## config.mk

```make
export PLATFORM = sky130hd
export DESIGN_NAME = insn_seq_ctrl
export DESIGN_NICKNAME = d
export VERILOG_FILES = /design/src/rtl/insn_seq_ctrl.sv
export SDC_FILE = /design/constraint.sdc
export NUM_CORES = 1
export LEC_CHECK = 0
export BUFFER_PORTS_ARGS = -buffer_cell sky130_fd_sc_hd__buf_4
export CAP_MARGIN = 25
export CORE_AREA = 5 5 147 149
export DETAILED_ROUTE_END_ITERATION = 6
export DIE_AREA = 0 0 152 154
export PLACE_DENSITY = 0.77
export SETUP_SLACK_MARGIN = 0.4
export SLEW_MARGIN = 20
export SYNTH_ARGS = -nofsm -noshare
export SYNTH_HDL_FRONTEND = slang
export SYNTH_SLANG_ARGS = --single-unit
```

## constraint.sdc

```tcl
create_clock -name clk -period 4.1 [get_ports clk]
set_input_delay 0.82 -clock clk [delete_from_list [all_inputs] [get_ports clk]]
set_output_delay 0.82 -clock clk [all_outputs]
set_load 0.02 [all_outputs]
```

## src/rtl/insn_seq_ctrl.sv

```systemverilog
`default_nettype none
// ============================================================================
//  Module      : insn_seq_ctrl
//  Description : Multi-cycle instruction sequencer for the pd2 core. Fetches
//                one instruction at a time, steps it through decode, execute,
//                memory access and writeback, and commits the next PC.
//                Illegal opcodes and misaligned targets park in a sticky trap.
//  Revision    : 1.0 - initial release
// ============================================================================
module insn_seq_ctrl #(
   parameter int                 DWIDTH   = 32,
   parameter logic [DWIDTH-1:0]  RESET_PC = 32'h0100_0000
) (
   input  logic              clk,
   input  logic              rst_n,
   // instruction fetch
   output logic              imem_req_o,
   output logic [DWIDTH-1:0] imem_addr_o,
   input  logic              imem_valid_i,
   input  logic [DWIDTH-1:0] imem_data_i,
   // to immediate generator / decoder
   output logic [DWIDTH-1:0] insn_o,
   output logic [6:0]        opcode_o,
   input  logic [31:0]       imm_i,
   // execute inputs
   input  logic [DWIDTH-1:0] alu_res_i,
   input  logic              br_taken_i,
   // data memory
   output logic              dmem_req_o,
   output logic              dmem_we_o,
   output logic [DWIDTH-1:0] dmem_addr_o,
   input  logic              dmem_ack_i,
   // writeback / status
   output logic              rf_we_o,
   output logic [1:0]        wb_sel_o,
   output logic [DWIDTH-1:0] pc_o,
   output logic              trap_o,
   output logic [31:0]       retire_cnt_o
);

   localparam logic [2:0] S_FETCH  = 3'd0;
   localparam logic [2:0] S_DECODE = 3'd1;
   localparam logic [2:0] S_EXEC   = 3'd2;
   localparam logic [2:0] S_MEM    = 3'd3;
   localparam logic [2:0] S_WB     = 3'd4;
   localparam logic [2:0] S_TRAP   = 3'd5;

   localparam logic [6:0] c_OP_LUI    = 7'h37;
   localparam logic [6:0] c_OP_AUIPC  = 7'h17;
   localparam logic [6:0] c_OP_JAL    = 7'h6F;
   localparam logic [6:0] c_OP_JALR   = 7'h67;
   localparam logic [6:0] c_OP_BRANCH = 7'h63;
   localparam logic [6:0] c_OP_LOAD   = 7'h03;
   localparam logic [6:0] c_OP_STORE  = 7'h23;
   localparam logic [6:0] c_OP_OPIMM  = 7'h13;
   localparam logic [6:0] c_OP_OP     = 7'h33;
   localparam logic [6:0] c_OP_MISC   = 7'h0F;
   localparam logic [6:0] c_OP_SYSTEM = 7'h73;

   localparam logic [DWIDTH-1:0] c_NOP  = DWIDTH'(32'h0000_0013);
   localparam logic [DWIDTH-1:0] c_FOUR = DWIDTH'(4);

   logic [2:0]        state_q, state_d;
   logic [DWIDTH-1:0] pc_q, pc_d;
   logic [DWIDTH-1:0] npc_q, npc_d;
   logic [DWIDTH-1:0] insn_q, insn_d;
   logic [DWIDTH-1:0] daddr_q, daddr_d;
   logic [31:0]       retire_q, retire_d;

   logic [6:0]        w_opcode;
   logic [DWIDTH-1:0] w_imm;
   logic [DWIDTH-1:0] w_target;
   logic              w_legal;
   logic              w_is_mem;
   logic              w_commit_in_exec;
   logic [1:0]        w_wb_sel;

   assign w_opcode = insn_q[6:0];
   assign w_imm    = DWIDTH'($signed(imm_i));

   // Decode the latched opcode: legality, instruction class, writeback source and next-PC target
   always_comb begin
      w_legal          = 1'b0;
      w_is_mem         = 1'b0;
      w_commit_in_exec = 1'b0;
      w_wb_sel         = 2'd0;
      w_target         = pc_q + c_FOUR;
      case (w_opcode)
         c_OP_LUI:    begin w_legal = 1'b1; w_wb_sel = 2'd3; end
         c_OP_AUIPC:  begin w_legal = 1'b1; end
         c_OP_JAL:    begin w_legal = 1'b1; w_wb_sel = 2'd2; w_target = pc_q + w_imm; end
         c_OP_JALR:   begin w_legal = 1'b1; w_wb_sel = 2'd2; w_target = alu_res_i & ~DWIDTH'(1); end
         c_OP_BRANCH: begin
            w_legal          = 1'b1;
            w_commit_in_exec = 1'b1;
            if (br_taken_i) w_target = pc_q + w_imm;
         end
         c_OP_LOAD:   begin w_legal = 1'b1; w_is_mem = 1'b1; w_wb_sel = 2'd1; end
         c_OP_STORE:  begin w_legal = 1'b1; w_is_mem = 1'b1; end
         c_OP_OPIMM:  begin w_legal = 1'b1; end
         c_OP_OP:     begin w_legal = 1'b1; end
         c_OP_MISC:   begin w_legal = 1'b1; w_commit_in_exec = 1'b1; end
         c_OP_SYSTEM: begin w_legal = 1'b1; w_commit_in_exec = 1'b1; end
         default:     begin w_legal = 1'b0; end
      endcase
   end

   // Next-state and datapath update; handshakes are only honoured in the state waiting for them
   always_comb begin
      state_d  = state_q;
      pc_d     = pc_q;
      npc_d    = npc_q;
      insn_d   = insn_q;
      daddr_d  = daddr_q;
      retire_d = retire_q;
      case (state_q)
         S_FETCH: begin
            if (imem_valid_i) begin
               insn_d  = imem_data_i;
               state_d = S_DECODE;
            end
         end
         S_DECODE: begin
            state_d = w_legal ? S_EXEC : S_TRAP;
         end
         S_EXEC: begin
            if (w_target[1]) begin
               // faulting PC stays in pc_q; nothing is committed
               state_d = S_TRAP;
            end else if (w_is_mem) begin
               npc_d   = w_target;
               daddr_d = alu_res_i;
               state_d = S_MEM;
            end else if (w_commit_in_exec) begin
               pc_d     = w_target;
               retire_d = retire_q + 32'd1;
               state_d  = S_FETCH;
            end else begin
               npc_d   = w_target;
               state_d = S_WB;
            end
         end
         S_MEM: begin
            if (dmem_ack_i) begin
               if (w_opcode == c_OP_STORE) begin
                  pc_d     = npc_q;
                  retire_d = retire_q + 32'd1;
                  state_d  = S_FETCH;
               end else begin
                  state_d = S_WB;
               end
            end
         end
         S_WB: begin
            pc_d     = npc_q;
            retire_d = retire_q + 32'd1;
            state_d  = S_FETCH;
         end
         S_TRAP: begin
            state_d = S_TRAP;
         end
         default: begin
            state_d = S_TRAP;
         end
      endcase
   end

   // State and datapath registers with synchronous active-low reset
   always_ff @(posedge clk) begin
      if (!rst_n) begin
         state_q  <= S_FETCH;
         pc_q     <= RESET_PC;
         npc_q    <= RESET_PC;
         insn_q   <= c_NOP;
         daddr_q  <= '0;
         retire_q <= 32'd0;
      end else begin
         state_q  <= state_d;
         pc_q     <= pc_d;
         npc_q    <= npc_d;
         insn_q   <= insn_d;
         daddr_q  <= daddr_d;
         retire_q <= retire_d;
      end
   end

   assign imem_req_o   = (state_q == S_FETCH);
   assign imem_addr_o  = pc_q;
   assign insn_o       = insn_q;
   assign opcode_o     = w_opcode;
   assign dmem_req_o   = (state_q == S_MEM);
   assign dmem_we_o    = (state_q == S_MEM) && (w_opcode == c_OP_STORE);
   assign dmem_addr_o  = daddr_q;
   assign rf_we_o      = (state_q == S_WB);
   assign wb_sel_o     = (state_q == S_TRAP) ? 2'd0 : w_wb_sel;
   assign pc_o         = pc_q;
   assign trap_o       = (state_q == S_TRAP);
   assign retire_cnt_o = retire_q;

endmodule
`default_nettype wire

```

======== Yosys cells after proc, flatten, opt, wreduce, memory -nomap -nowiden ========
Index checks and enable logic that the tools add are counted.
storage, ports and cells
  flip-flop bits (word level) ............. 163
  input port bits ......................... 101
  output and inout port bits .............. 174
  word-level logic and storage cells ...... 74
cells by class
  $add $sub $neg .......................... 3
  eq/ne operators ......................... 23
  mux-type cells .......................... 29
  bitwise logic cells ..................... 1
  reduce and logical (&&, ||, !) cells .... 12
operators by type and width
  operator                                       count
  2-to-1 mux 32 bit                              13
  case mux 32 bit (3 select lines)               3
  adder 32 x 1 -> 32 bit, second input constant  1
  adder 32 x 3 -> 32 bit, second input constant  1
  adder 32 bit                                   1
  == test 7 bit, second input constant           4
  == test 7 x 6 -> 1 bit, second input constant  3
  2-to-1 mux 3 bit                               7
  case mux 3 bit (5 select lines)                1
  == test 7 x 5 -> 1 bit, second input constant  2
  OR reduction 11 bit                            1
  != test 2 bit, second input constant           4
  == test 7 x 2 -> 1 bit, second input constant  1
  == test 7 x 4 -> 1 bit, second input constant  1
  == test 3 x 2 -> 1 bit, second input constant  2
  == test 3 bit, second input constant           2
  != test 2 x 1 -> 1 bit, second input constant  3
  case mux 2 bit (3 select lines)                1
  AND reduction 3 bit                            2
  AND reduction 6 bit                            1
  AND reduction 2 bit                            2
  OR reduction 2 bit                             2
  == test 3 x 1 -> 1 bit, second input constant  1
  zero test 3 bit                                1
  6 further kinds                                8

======== Longest topological paths before layout ========
Gate-level depths: netlist of the first run.
  word-level depth ........................ 7
  depth in mapped cells ................... 11
  mapped depth without buffers ............ 10

======== Worst setup path after synthesis of the first run ========
Ideal clock, no wire load.
  path type ............................... input to register
  from .................................... in imm_i[7]
  to ...................................... reg pc_q[30] (netlist: imem_addr_o[30])
  library setup time ...................... 115 ps
  arrival time ............................ 2,991 ps
  data required time ...................... 3,985 ps
  path slack .............................. 994 ps
  cell stages on the path ................. 9
  path through ............................ ha_1 a2111oi_0 o21ai_0 a41oi_1 o22ai_1 a31oi_1 xnor2_1 a21oi_1 a2111oi_0
between the ends
  cells in the longest elaborated chain, start to end .. 7
RTL lines
  element                               line    RTL
  start: declaration                    24      input logic [31:0] imm_i,
  adder 32 bit (*)                      91, 96
  2-to-1 mux 32 bit                     96      if (br_taken_i) w_target = pc_q + w_imm;
  case mux 32 bit (3 select lines) (*)  88      case (w_opcode)
  2-to-1 mux 32 bit (*)                 134     end else if (w_commit_in_exec) begin
  2-to-1 mux 32 bit (*)                 130     end else if (w_is_mem) begin
  2-to-1 mux 32 bit (*)                 127     if (w_target[1]) begin
  case mux 32 bit (3 select lines) (*)  116     case (state_q)
  end signal: assignment                179     pc_q <= pc_d;
  end: declaration                      64      logic [DWIDTH-1:0] pc_q, pc_d;
Mark *: on every way between the ends. The rest lies on a longest branch, timed or not. The select of a mux whose other input is x is not followed.
A chain may end at the register's enable or synchronous reset.

======== Final worst setup path of the first run ========
  from .................................... in imm_i[0]
  to ...................................... reg pc_q[30] (netlist: imem_addr_o[30])
between the ends
  cells in the longest elaborated chain, start to end .. 7
RTL lines
  element                               line
  adder 32 bit (*)                      91, 96
  2-to-1 mux 32 bit                     96
  case mux 32 bit (3 select lines) (*)  88
  2-to-1 mux 32 bit                     134
  2-to-1 mux 32 bit                     130
  2-to-1 mux 32 bit                     127
  case mux 32 bit (3 select lines)      116
Marked as above.

==> key figures, run 1 <==
Logic synthesis
  – Predominant post-synthesis flop cell: dfxtp_1
  – Number of flops mapped to enable cells by yosys: 0
  – Simple-gate portion of the synthesized area: 24.1%
  – Ys Warns: 0
  – Main combinational cell family by area after synthesis: simple AND/OR/NAND/NOR gates
  – Commonest cells in the netlist: nand2_1, dfxtp_1, a21oi_1
  – Leading post-synthesis cells by cell area: dfxtp_1, nand2_1, a21oi_1
  – Synth Cell Area: 9630 sq um
  – Xor and xnor area share after synthesis: 6.09%
  – Multiplexer share of the synthesized area: 0.753%
  – Syn Area/Cell: 7.52 sq um
  – Cell count after synthesis: 1281
  – Cell variety after synth: 76
  – Area fraction in compound gates after synthesis: 24.0%
  – Synth Area in Adders: 4.29%
  – Yosys reg bits: 161
  – Post-synthesis sequential area ratio: 33.5%
  – Area share of the largest cell type after synthesis: 33.5%
  – Cell taking the most area after synthesis: dfxtp_1
  – Count leader, synth: nand2_1
  – Ys async rst share: 0%

Power
  – Sw Ratio: 33.9%
  – Worst IR drop on VDD: 0.333 mV
  – Total power: 4.35 mW
  – P_sw: 1.47 mW
  – Power share of the combinational group: 23.2%
  – Leakage power: 5.10 nW
  – Reg power frac: 40.3%
  – Cell-internal power: 2.87 mW
  – Clock power frac: 36.6%
  – Power Density: 357 nW/um^2

Global route
  – Vias in the first global route: 9715
  – Initial antenna violation count: 0
  – Overall Global Routing Usage: 25.8%
  – First-pass GRT wire length: 50400 microns
  – GRT overflow: 0
  – Largest net degree at the start of global routing: 54

Finish
  – Share of cells above drive strength 1: 23.5%
  – Layout area overhead: 26.4%
  – Post-layout net count: 1604
  – Diode count: 0
  – Fillers: 1885

STA
  – Final setup viols: 0
  – Fin crit share: 75.7%
  – Relative slew slack: 32.5%
  – Final Max Slew Viols: 0
  – Actual slew at the worst max-slew pin: 1.01 ns
  – Fmax: 0.322 GHz
  – Hold Worst Slack: 0.456 ns
  – Final min period: 3.10 ns
  – Clock Skew: 0.0109 ns
  – Total negative setup slack: 0 ns
  – Final hold violations: 0
  – RSZ-0062 raised after global routing: false

Floorplan
  – Core ar.: 20000 sq um
  – Die Span X: 152 microns
  – Initial core utilization: 48.1%
  – Die ar.: 23400 sq um
  – Ports: 275
  – Rows: 52
  – Die Y: 154 microns

Routing
  – Vias: 10.1k
  – Via density: 5.76
  – Routed len/inst: 17.9 microns
  – Initial DRC Count: 740
  – DRC viols: 0
  – Post-Route WL: 31300 microns
  – TritonRoute pass-1 iters: 7
  – Post-route antenna net violation count: 0

CTS
  – Cts hold-fix bufs: 0
  – Clock Latency Late Sink: 0.44 ns
  – Clock slew at reported path FFs: 0.07 ns
  – Root buffer cell: clkbuf_16
  – Num Clock Sinks: 161
  – CTS-repair resized insts: 0
  – Post-CTS Setup Inserts: 0
  – CTS tree: built
  – # H-tree levels: 4
  – Max Root-Sink Buffers: 2
  – Number of CTS-inserted buffers: 17

Worst setup path
  – Most used cell, CP: ha_1
  – CP top delay family: compound AO/OA/AOI/OAI gates
  – Worst setup SP type: primary input
  – Crit path arrival time: 3.41 ns
  – Crit Path Max Fanout: 3
  – CP Capture Type: register
  – Critical path cell sequence: buf_4 > ha_1 > ha_1 > a211oi_1 > o21ai_0 > a41oi_1 > o22ai_1 > a31oi_1 > xnor2_1 > a21oi_1 > a2111oi_0
  – Slowest CP cell: a211oi_1
  – Kind of critical path: in2reg
  – WP data required: 4.41 ns
  – CP max stage delay: 0.43 ns
  – WP buf/inv: 1

Run
  – Max_cap viols: 0

Place
  – Gp weighted congestion: 0.944
  – HPWL after detailed placement: 23100 microns
  – Number of buffers added on ports: 272

Worst hold path
  – Hold Path Class: reg2reg

Outcome
  – Status: complete, no violations
per-stage QoR:
step                setup WS, ns  area, sq um  instances  util (%)
floorplan                  0.994         9640       1282         -
global placement           0.630        11600       1719      57.6
detailed placement         0.530        11600       1721      57.9
CTS                        0.971        12200       1753      60.8
global route               0.641        12200       1753      60.8
finish                     0.995        12200       1753      60.8
worst min-delay path, stage by stage, from the launching register on:
cell and delay, ns:
dfxtp_1 0.31, nand2_1 0.05, a21oi_1 0.05
state kept, by name, indices dropped and copies added (netlist names):
register      flops
dmem_addr_o      32
insn_o           32
imem_addr_o      31
state_q           3
retire_cnt_o     32
npc_q            31
power groups by stage:
stage               Combinational (mW)  Clock [mW]  Sequential (mW)
floorplan                        0.605           0             1.82
global placement                 0.976           0             1.78
detailed placement                1.00           0             1.78
CTS                               1.00        1.61             1.75
global route                      1.10        1.68             1.77
finish                            1.01        1.59             1.75
placed cells by master (no fill, tap or decap), types with 4 or more instances in the layout:
| cell | n |
|---|---|
| a211o_1 | 4 |
| a211oi_1 | 29 |
| a21o_1 | 22 |
| a21oi_1 | 139 |
| a221oi_1 | 7 |
| a222oi_1 | 8 |
| a22oi_1 | 7 |
| a31o_2 | 4 |
| a31oi_1 | 12 |
| and2_1 | 9 |
| and3_1 | 21 |
| and4_1 | 5 |
| buf_4 | 291 |
| clkbuf_16 | 17 |
| dfxtp_1 | 161 |
| ha_1 | 33 |
| inv_1 | 17 |
| inv_8 | 7 |
| mux2i_1 | 5 |
| nand2_1 | 216 |
| nand2b_1 | 8 |
| nand3_1 | 33 |
| nand4_1 | 24 |
| nor2_1 | 114 |
| nor3_1 | 24 |
| nor3b_1 | 5 |
| nor4_1 | 10 |
| o211ai_1 | 12 |
| o21a_1 | 5 |
| o21ai_0 | 57 |
| o21bai_1 | 7 |
| o22ai_1 | 10 |
| o31ai_1 | 4 |
| or3_1 | 14 |
| xnor2_1 | 39 |
| xor2_1 | 28 |
layer usage:
layer / share of wire [%] / global-route usage [%]
met4: 2.9 / 9.97
met2: 48 / 44.2
met3: 7.2 / 5.68
met5: 0 / 0
met1: 42 / 31.8
final timing paths:
check / slack [ns] / cells past startpoint / startpoint / endpoint
min reg2reg: 0.46 / 2 / dmem_addr_o[6]$_SDFFE_PN0P_ / dmem_addr_o[6]$_SDFFE_PN0P_
max reg2reg: 1.01 / 9 / imem_addr_o[7]$_SDFFE_PN0P_ / imem_addr_o[30]$_SDFFE_PN0P_
min: 0.46 / 2 / dmem_addr_o[6]$_SDFFE_PN0P_ / dmem_addr_o[6]$_SDFFE_PN0P_
max: 1.0 / 11 / imm_i[0] / imem_addr_o[30]$_SDFFE_PN0P_
layout make-up:
class | instances | area (sq um) | share of cell area, %
Inverter | 18 | 70.1 | 0.575
Clock inverter | 15 | 159 | 1.30
Timing Repair Buffer | 293 | 2230 | 18.3
Tap cell | 270 | 338 | 2.77
Multi-Input combinational cell | 979 | 5740 | 47.1
Clock buffer | 17 | 425 | 3.49
Sequential cell | 161 | 3220 | 26.5
cell families after synthesis:
family                   after synthesis
AND/OR/NAND/NOR                      507
AO/OA/AOI/OAI                        363
flip-flops                           161
buffers and inverters                142
XOR/XNOR                              67
adder cells (fa/ha/maj)               33
multiplexers                           7
other                                  1
No activity file was read; power rests on OpenSTA's default activity.
==> inputs of run 2 (changes only) <==
==> constraint.sdc (replaced) <==
create_clock -name clk -period 3.1 [get_ports clk]
set_input_delay 0.62 -clock clk [delete_from_list [all_inputs] [get_ports clk]]
set_output_delay 0.62 -clock clk [all_outputs]
set_load 0.02 [all_outputs]
==> run 2 against run 1 <==
  * Sequential power up 32%
  * Largest cell class unchanged
  * Cell area up 6.1%
  * Clock power grew 41%
  * Sequential share of layout area is 1.3 points lower
  * The run now ends with DRC left
  * Setup slack worse by 0.61 ns
==> key figures, run 2 (synthesized netlist as in run 1, its figures left out) <==
STA
  – Final Max Slew Viols: 0 (unchanged)
  – Final setup margin: 0.382 ns (-0.613 ns)
  – Final hold violations: 0 (unchanged)
  – Fin crit share: 87.7%
  – Hold Worst Slack: 0.394 ns (-0.0618 ns)
  – Fmax: 0.368 GHz
  – Actual slew at the worst max-slew pin: 0.885 ns (-0.125 ns)
  – Final setup viols: 0 (unchanged)
  – Relative slew slack: 41.0% (+8.5 points)
  – Clock Skew: 0.00925 ns (-0.00167 ns)
  – Final min period: 2.72 ns
  – RSZ-0062 raised after global routing: true
  – Total negative setup slack: 0 ns (unchanged)

Global route
  – GRT Max-Usage Layer: met2
  – M1 GR Usage: 32.9% (+1.1 points)
  – Met3 Resource Use GR: 7.42% (+1.7 points)
  – Vias in the first global route: 9985 (+2.8%)
  – GRT overflow: 0 (unchanged)
  – Overall Global Routing Usage: 26.2% (+0.40 points)
  – Initial antenna violation count: 0 (unchanged)
  – First-pass GRT wire length: 51400 microns (+1.8%)
  – Largest net degree at the start of global routing: 55 (+1.9%)
  – Grt met2 use: 43.5% (-0.64 points)

Finish
  – Layout area overhead: 34.2%
  – Finished Cell Area: 12900 sq um (+6.1%)
  – Post-layout net count: 1652 (+3.0%)
  – Share of cells above drive strength 1: 29.7% (+6.3 points)
  – Fillers: 1715 (-9.0%)
  – Non-Filler Instances: 1801 (+2.7%)
  – Most frequent cells in the layout: buf_4, nand2_1, dfxtp_1
  – Commonest non-fill, non-tap cell in the layout: buf_4
  – Diode count: 0 (unchanged)
  – Final core occ: 64.5% (+3.7 points)

Floorplan
  – Die Y: 154 microns (unchanged)
  – Ports: 275 (unchanged)
  – Core ar.: 20000 sq um (unchanged)
  – Initial core utilization: 48.1% (unchanged)
  – Rows: 52 (unchanged)
  – Die Span X: 152 microns (unchanged)
  – Die ar.: 23400 sq um (unchanged)

Outcome
  – Failing checks: DRC
  – Status: finished, violations left

Place
  – Placed instance count: 1763 (+2.4%)
  – Number of buffers added on ports: 272 (unchanged)
  – Pre-CTS WS: -0.0487 ns (-0.579 ns)
  – HPWL after detailed placement: 23600 microns (+2.3%)
  – Gp weighted congestion: 0.952 (+0.82%)
  – DP Area: 12000 sq um (+3.5%)

Worst setup path
  – R2r setup slk: 0.38 ns (-0.63 ns)
  – Crit path arrival time: 3.04 ns (-0.37 ns)
  – Crit. Startpoint: imem_addr_o[2]$_SDFFE_PN0P_
  – Reg2reg path depth: 10 (+1)
  – FF-to-FF Start: imem_addr_o[2]$_SDFFE_PN0P_
  – Reg-to-reg endpoint: imem_addr_o[30]$_SDFFE_PN0P_
  – WP data required: 3.42 ns (-0.99 ns)
  – Crit Path Max Fanout: 8 (+5)
  – Worst setup SP type: register
  – CP Capture Point: imem_addr_o[30]$_SDFFE_PN0P_
  – CP Capture Type: register
  – Kind of critical path: reg2reg

CTS
  – CTS tree: built
  – Clock Latency Late Sink: 0.44 ns (about the same)
  – Root buffer cell: clkbuf_16
  – # H-tree levels: 4 (unchanged)
  – Num Clock Sinks: 161 (unchanged)
  – Clock slew at reported path FFs: 0.07 ns (about the same)
  – Number of CTS-inserted buffers: 17 (unchanged)
  – Max Root-Sink Buffers: 2 (unchanged)
  – Cts hold-fix bufs: 0 (unchanged)

Power
  – Sw Ratio: 33.1% (-0.80 points)
  – Clock power frac: 37.3% (+0.7 points)
  – P_sw: 2.00 mW (+35%)
  – Worst IR drop on VDD: 0.423 mV (+27%)
  – Power Density: 466 nW/um^2 (+31%)
  – Cell-internal power: 4.03 mW (+40%)
  – Reg power frac: 38.4% (-1.9 points)
  – Power share of the combinational group: 24.4% (+1.2 points)
  – Leakage power: 5.40 nW (+5.8%)
  – Total power: 6.02 mW (+39%)

Routing
  – TritonRoute pass-1 iters: 7 (unchanged)
  – Via density: 5.78 (+0.26%)
  – Post-Route WL: 32700 microns (+4.4%)
  – Post-route antenna net violation count: 0 (unchanged)
  – Vias: 10.4k (+3.0%)
  – Initial DRC Count: 876 (+18%)
  – DRC viols: 5 (+5)
  – Routed len/inst: 18.1 microns (+1.6%)

Worst hold path
  – Hold Path Class: in2reg

Run
  – Max_cap viols: 0 (unchanged)
run 2: cell count changes in the layout (fill, tap and decap cells not counted), moves of 5 or more:
cell / delta
a21oi_1: -5
buf_12: +6
dfxtp_2: +18
dfxtp_1: -19
o21ai_0: -6
ha_1: -9
ha_4: +5
buf_4: +43
run 2: area by class of cell:
type / count / area (sq um) / share of cell area, %
well taps: 270 / 338 / 2.61
multi-input cells: 979 / 6010 / 46.5
repair buffers: 341 / 2640 / 20.4
clock inverters: 15 / 188 / 1.45
flip-flops and latches: 161 / 3250 / 25.1
clock buffers: 17 / 425 / 3.29
inverters: 18 / 70.1 / 0.542
run 2: power groups by stage:
| stage | clock, mW | combinational [mW] | sequential (mW) |
|---|---|---|---|
| 2_1_floorplan | 0 | 0.807 | 2.40 |
| 3_3_place_gp | 0 | 1.39 | 2.34 |
| 3_5_place_dp | 0 | 1.41 | 2.35 |
| 4_1_cts | 2.26 | 1.42 | 2.31 |
| 5_1_grt | 2.36 | 1.59 | 2.33 |
| 6_report | 2.24 | 1.47 | 2.31 |
run 2: timing repair:
action | 4_1_cts | 5_1_grt
pin swaps | 2 | 7
endpoints found under the setup margin | 18 | 54
gates resized for setup | 12 | 57
buffers inserted | 0 | 5
run 2: worst min-delay path by stage:
stage | from | to | slack, ns | cells after the start
CTS | imem_data_i[0] | insn_o[0]$_SDFFE_PN1P_ | 0.39 | 3
finish | imem_data_i[0] | insn_o[0]$_SDFFE_PN1P_ | 0.39 | 3
global route | imem_data_i[1] | insn_o[1]$_SDFFE_PN1P_ | 0.40 | 3
floorplan | npc_q[20]$_SDFFE_PN0P_ | npc_q[20]$_SDFFE_PN0P_ | 0.46 | 2
global placement | dmem_addr_o[17]$_SDFFE_PN0P_ | dmem_addr_o[17]$_SDFFE_PN0P_ | 0.44 | 2
detailed placement | insn_o[29]$_SDFFE_PN0P_ | insn_o[29]$_SDFFE_PN0P_ | 0.45 | 2
run 2: layer usage:
layer	share of wire, %	vias to the layer above
met5	0	-
met4	2.6	0
met3	8.8	69
met2	47	509
met1	41	4804
li1	-	5019
run 2: critical path, stage by stage, from the launching register on:
cell and delay (ns):
dfxtp_4 0.41, ha_1 0.20, nand3_1 0.15, nor4_1 0.37, buf_4 0.23, nor2b_1 0.23
nand4_1 0.17, xnor2_1 0.19, o2111ai_1 0.20, a21oi_1 0.07, a2111oi_1 0.37
==> inputs of run 3 (changes only) <==
--- a/config.mk
+++ b/config.mk
@@ -7,10 +7,12 @@
 export LEC_CHECK = 0
 export BUFFER_PORTS_ARGS = -buffer_cell sky130_fd_sc_hd__buf_4
 export CAP_MARGIN = 25
-export CORE_AREA = 5 5 147 149
+export CELL_PAD_IN_SITES_DETAIL_PLACEMENT = 0
+export CELL_PAD_IN_SITES_GLOBAL_PLACEMENT = 1
+export CORE_AREA = 5 5 152 183
 export DETAILED_ROUTE_END_ITERATION = 6
-export DIE_AREA = 0 0 152 154
-export PLACE_DENSITY = 0.77
+export DIE_AREA = 0 0 157 188
+export PLACE_DENSITY = 0.83
 export SETUP_SLACK_MARGIN = 0.4
 export SLEW_MARGIN = 20
 export SYNTH_ARGS = -nofsm -noshare
==> run 3 against run 2 <==
  * The run now ends clean
  * Flip-flop and latch count unchanged
  * Clock power decreased by 4%
  * Setup slack better by 0.090 ns
  * Sequential share of layout area is 0.60 points lower
  * Total power decreased by 0.58%
  * Critical path depth stayed put
  * Combinational power is 5% higher
  * Sequential power barely moved
  * Via count is essentially flat
  * Critical path type unchanged
==> key figures, run 3 (synthesized netlist as in run 1, its figures left out) <==
Outcome
  – Status: complete, no violations

Floorplan
  – Ports: 275 (unchanged)
  – Die Y: 188 microns (+22%)
  – Core ar.: 25900 sq um (+29%)
  – Initial core utilization: 37.1% (-11 points)
  – Die Span X: 157 microns (+3.3%)
  – Die ar.: 29500 sq um (+26%)
  – Rows: 65 (+25%)

Power
  – Power Density: 453 nW/um^2 (-2.8%)
  – Worst IR drop on VDD: 0.403 mV (-4.8%)
  – Total power: 5.99 mW (-0.58%)
  – Leakage power: 5.50 nW (+1.9%)

Routing
  – DRC viols: 0 (-5)
  – Post-Route WL: 35100 microns (+7.4%)
  – TritonRoute pass-1 iters: 6 (-1)
  – Post-route antenna net violation count: 0 (unchanged)
  – Initial DRC Count: 707 (-19%)
  – Routed len/inst: 18.5 microns (+1.8%)
  – Via density: 5.48 (-5.2%)
  – Vias: 10.4k (+0.0096%)

CTS
  – CTS tree: built
  – Number of CTS-inserted buffers: 17 (unchanged)
  – Num Clock Sinks: 161 (unchanged)
  – Clock Latency Late Sink: 0.44 ns (about the same)
  – # H-tree levels: 4 (unchanged)
  – Cts hold-fix bufs: 0 (unchanged)
  – Max Root-Sink Buffers: 2 (unchanged)
  – Clock slew at reported path FFs: 0.07 ns (about the same)
  – Root buffer cell: clkbuf_16

Global route
  – Vias in the first global route: 10.0k (+0.24%)
  – First-pass GRT wire length: 54400 microns (+5.9%)
  – Overall Global Routing Usage: 22.9% (-3.3 points)
  – GRT overflow: 0 (unchanged)
  – Initial antenna violation count: 0 (unchanged)
  – Largest net degree at the start of global routing: 55 (unchanged)

STA
  – Final hold violations: 0 (unchanged)
  – RSZ-0062 raised after global routing: true
  – Final setup margin: 0.472 ns (+0.0904 ns)
  – Actual slew at the worst max-slew pin: 0.651 ns (-0.234 ns)
  – Fin crit share: 84.8% (-2.9 points)
  – Final Max Slew Viols: 0 (unchanged)
  – Final setup viols: 0 (unchanged)
  – Relative slew slack: 56.6% (+16 points)
  – Final min period: 2.63 ns (-0.0904 ns)
  – Fmax: 0.381 GHz (+3.4%)
  – Clock Skew: 0.0102 ns (+0.000950 ns)

Finish
  – Fillers: 2555 (+49%)
  – Post-layout net count: 1685 (+2.0%)
  – Layout area overhead: 37.2%
  – Final core occ: 51.0% (-14 points)
  – Commonest non-fill, non-tap cell in the layout: buf_4
  – Finished Cell Area: 13200 sq um (+2.3%)
  – Diode count: 0 (unchanged)
  – Most frequent cells in the layout: buf_4, nand2_1, dfxtp_1
  – Share of cells above drive strength 1: 31.3% (+1.6 points)
  – Non-Filler Instances: 1899 (+5.4%)
  – Area used by multi-input combinational logic: 6040 sq um (+0.37%)
  – Register area: 3240 sq um (-0.19%)

Place
  – Placed instance count: 1860 (+5.5%)
  – HPWL after detailed placement: 25900 microns (+9.9%)
  – Pre-CTS WS: -0.106 ns (-0.0568 ns)
  – DP Area: 12300 sq um (+2.5%)
  – Gp weighted congestion: 0.931 (-2.2%)
  – Number of buffers added on ports: 272 (unchanged)

Worst setup path
  – Crit path arrival time: 2.97 ns (-0.07 ns)
  – Slowest CP cell: dfxtp_2
  – Kind of critical path: reg2reg
  – CP max stage delay: 0.42 ns (about the same)
  – Critical path cell sequence: ha_1 > nand3_1 > nor4_1 > buf_4 > nor2b_4 > nand4_1 > xnor2_1 > o2111ai_1 > a21oi_1 > a2111oi_2
  – CP Capture Type: register
  – Worst setup SP type: register
  – WP data required: 3.44 ns (+0.02 ns)
  – Crit Path Max Fanout: 7 (-1)

Worst hold path
  – Hold Path Class: in2reg

Run
  – Max_cap viols: 0 (unchanged)
-- run 3: cell type report --
class	count	share of cell area, %
multi-input cells	979	45.7
flip-flops and latches	161	24.5
repair buffers	374	21.7
clock buffers	18	3.25
well taps	335	3.17
clock inverters	14	1.17
inverters	18	0.530
-- run 3: where the power goes --
part / total, mW / internal (mW) / switching (mW)
combinational: 1.54 / 0.645 / 0.895
clock: 2.16 / 1.20 / 0.961
sequential: 2.29 / 2.18 / 0.105
-- run 3: worst paths after layout --
check	from	end	slack, ns	cells past startpoint
min	imem_data_i[0]	insn_o[0]$_SDFFE_PN1P_	0.39	3
max	imem_addr_o[2]$_SDFFE_PN0P_	imem_addr_o[30]$_SDFFE_PN0P_	0.47	10
max reg2reg	imem_addr_o[2]$_SDFFE_PN0P_	imem_addr_o[30]$_SDFFE_PN0P_	0.47	10
min reg2reg	insn_o[17]$_SDFFE_PN0P_	insn_o[17]$_SDFFE_PN0P_	0.46	2
-- run 3: metal layers --
metal	GRT usage (%)	vias to the layer above	wire (microns)
met3	5.36	65	2680
met4	8.18	0	951
met5	0	-	0
met2	37.6	399	16800
met1	29.4	4854	14700
li1	-	5084	-
-- run 3: per-stage QoR --
stage	setup TNS (ns)	hold WS, ns
after floorplan	0	0.456
after global placement	-0.00714	0.442
after detailed placement	-0.729	0.447
after CTS	0	0.379
after global routing	0	0.407
final	0	0.387
-- run 3: timing repair --
action / 4_1_cts / 5_1_grt
gates resized for setup: 15 / 57
endpoints found under the setup margin: 26 / 45
endpoints found under the hold margin: 0 / 0
buffers inserted: 2 / 5
pin swaps: 6 / 21
-- run 3: worst max-delay path: cells and delay by family, from the launching register on --
family / cells / cell delay, ns
AND/OR/NAND/NOR: 4 / 0.84
AO/OA/AOI/OAI: 3 / 0.61
flip-flops: 1 / 0.42
buffers and inverters: 1 / 0.23
adder cells (fa/ha/maj): 1 / 0.22
XOR/XNOR: 1 / 0.20
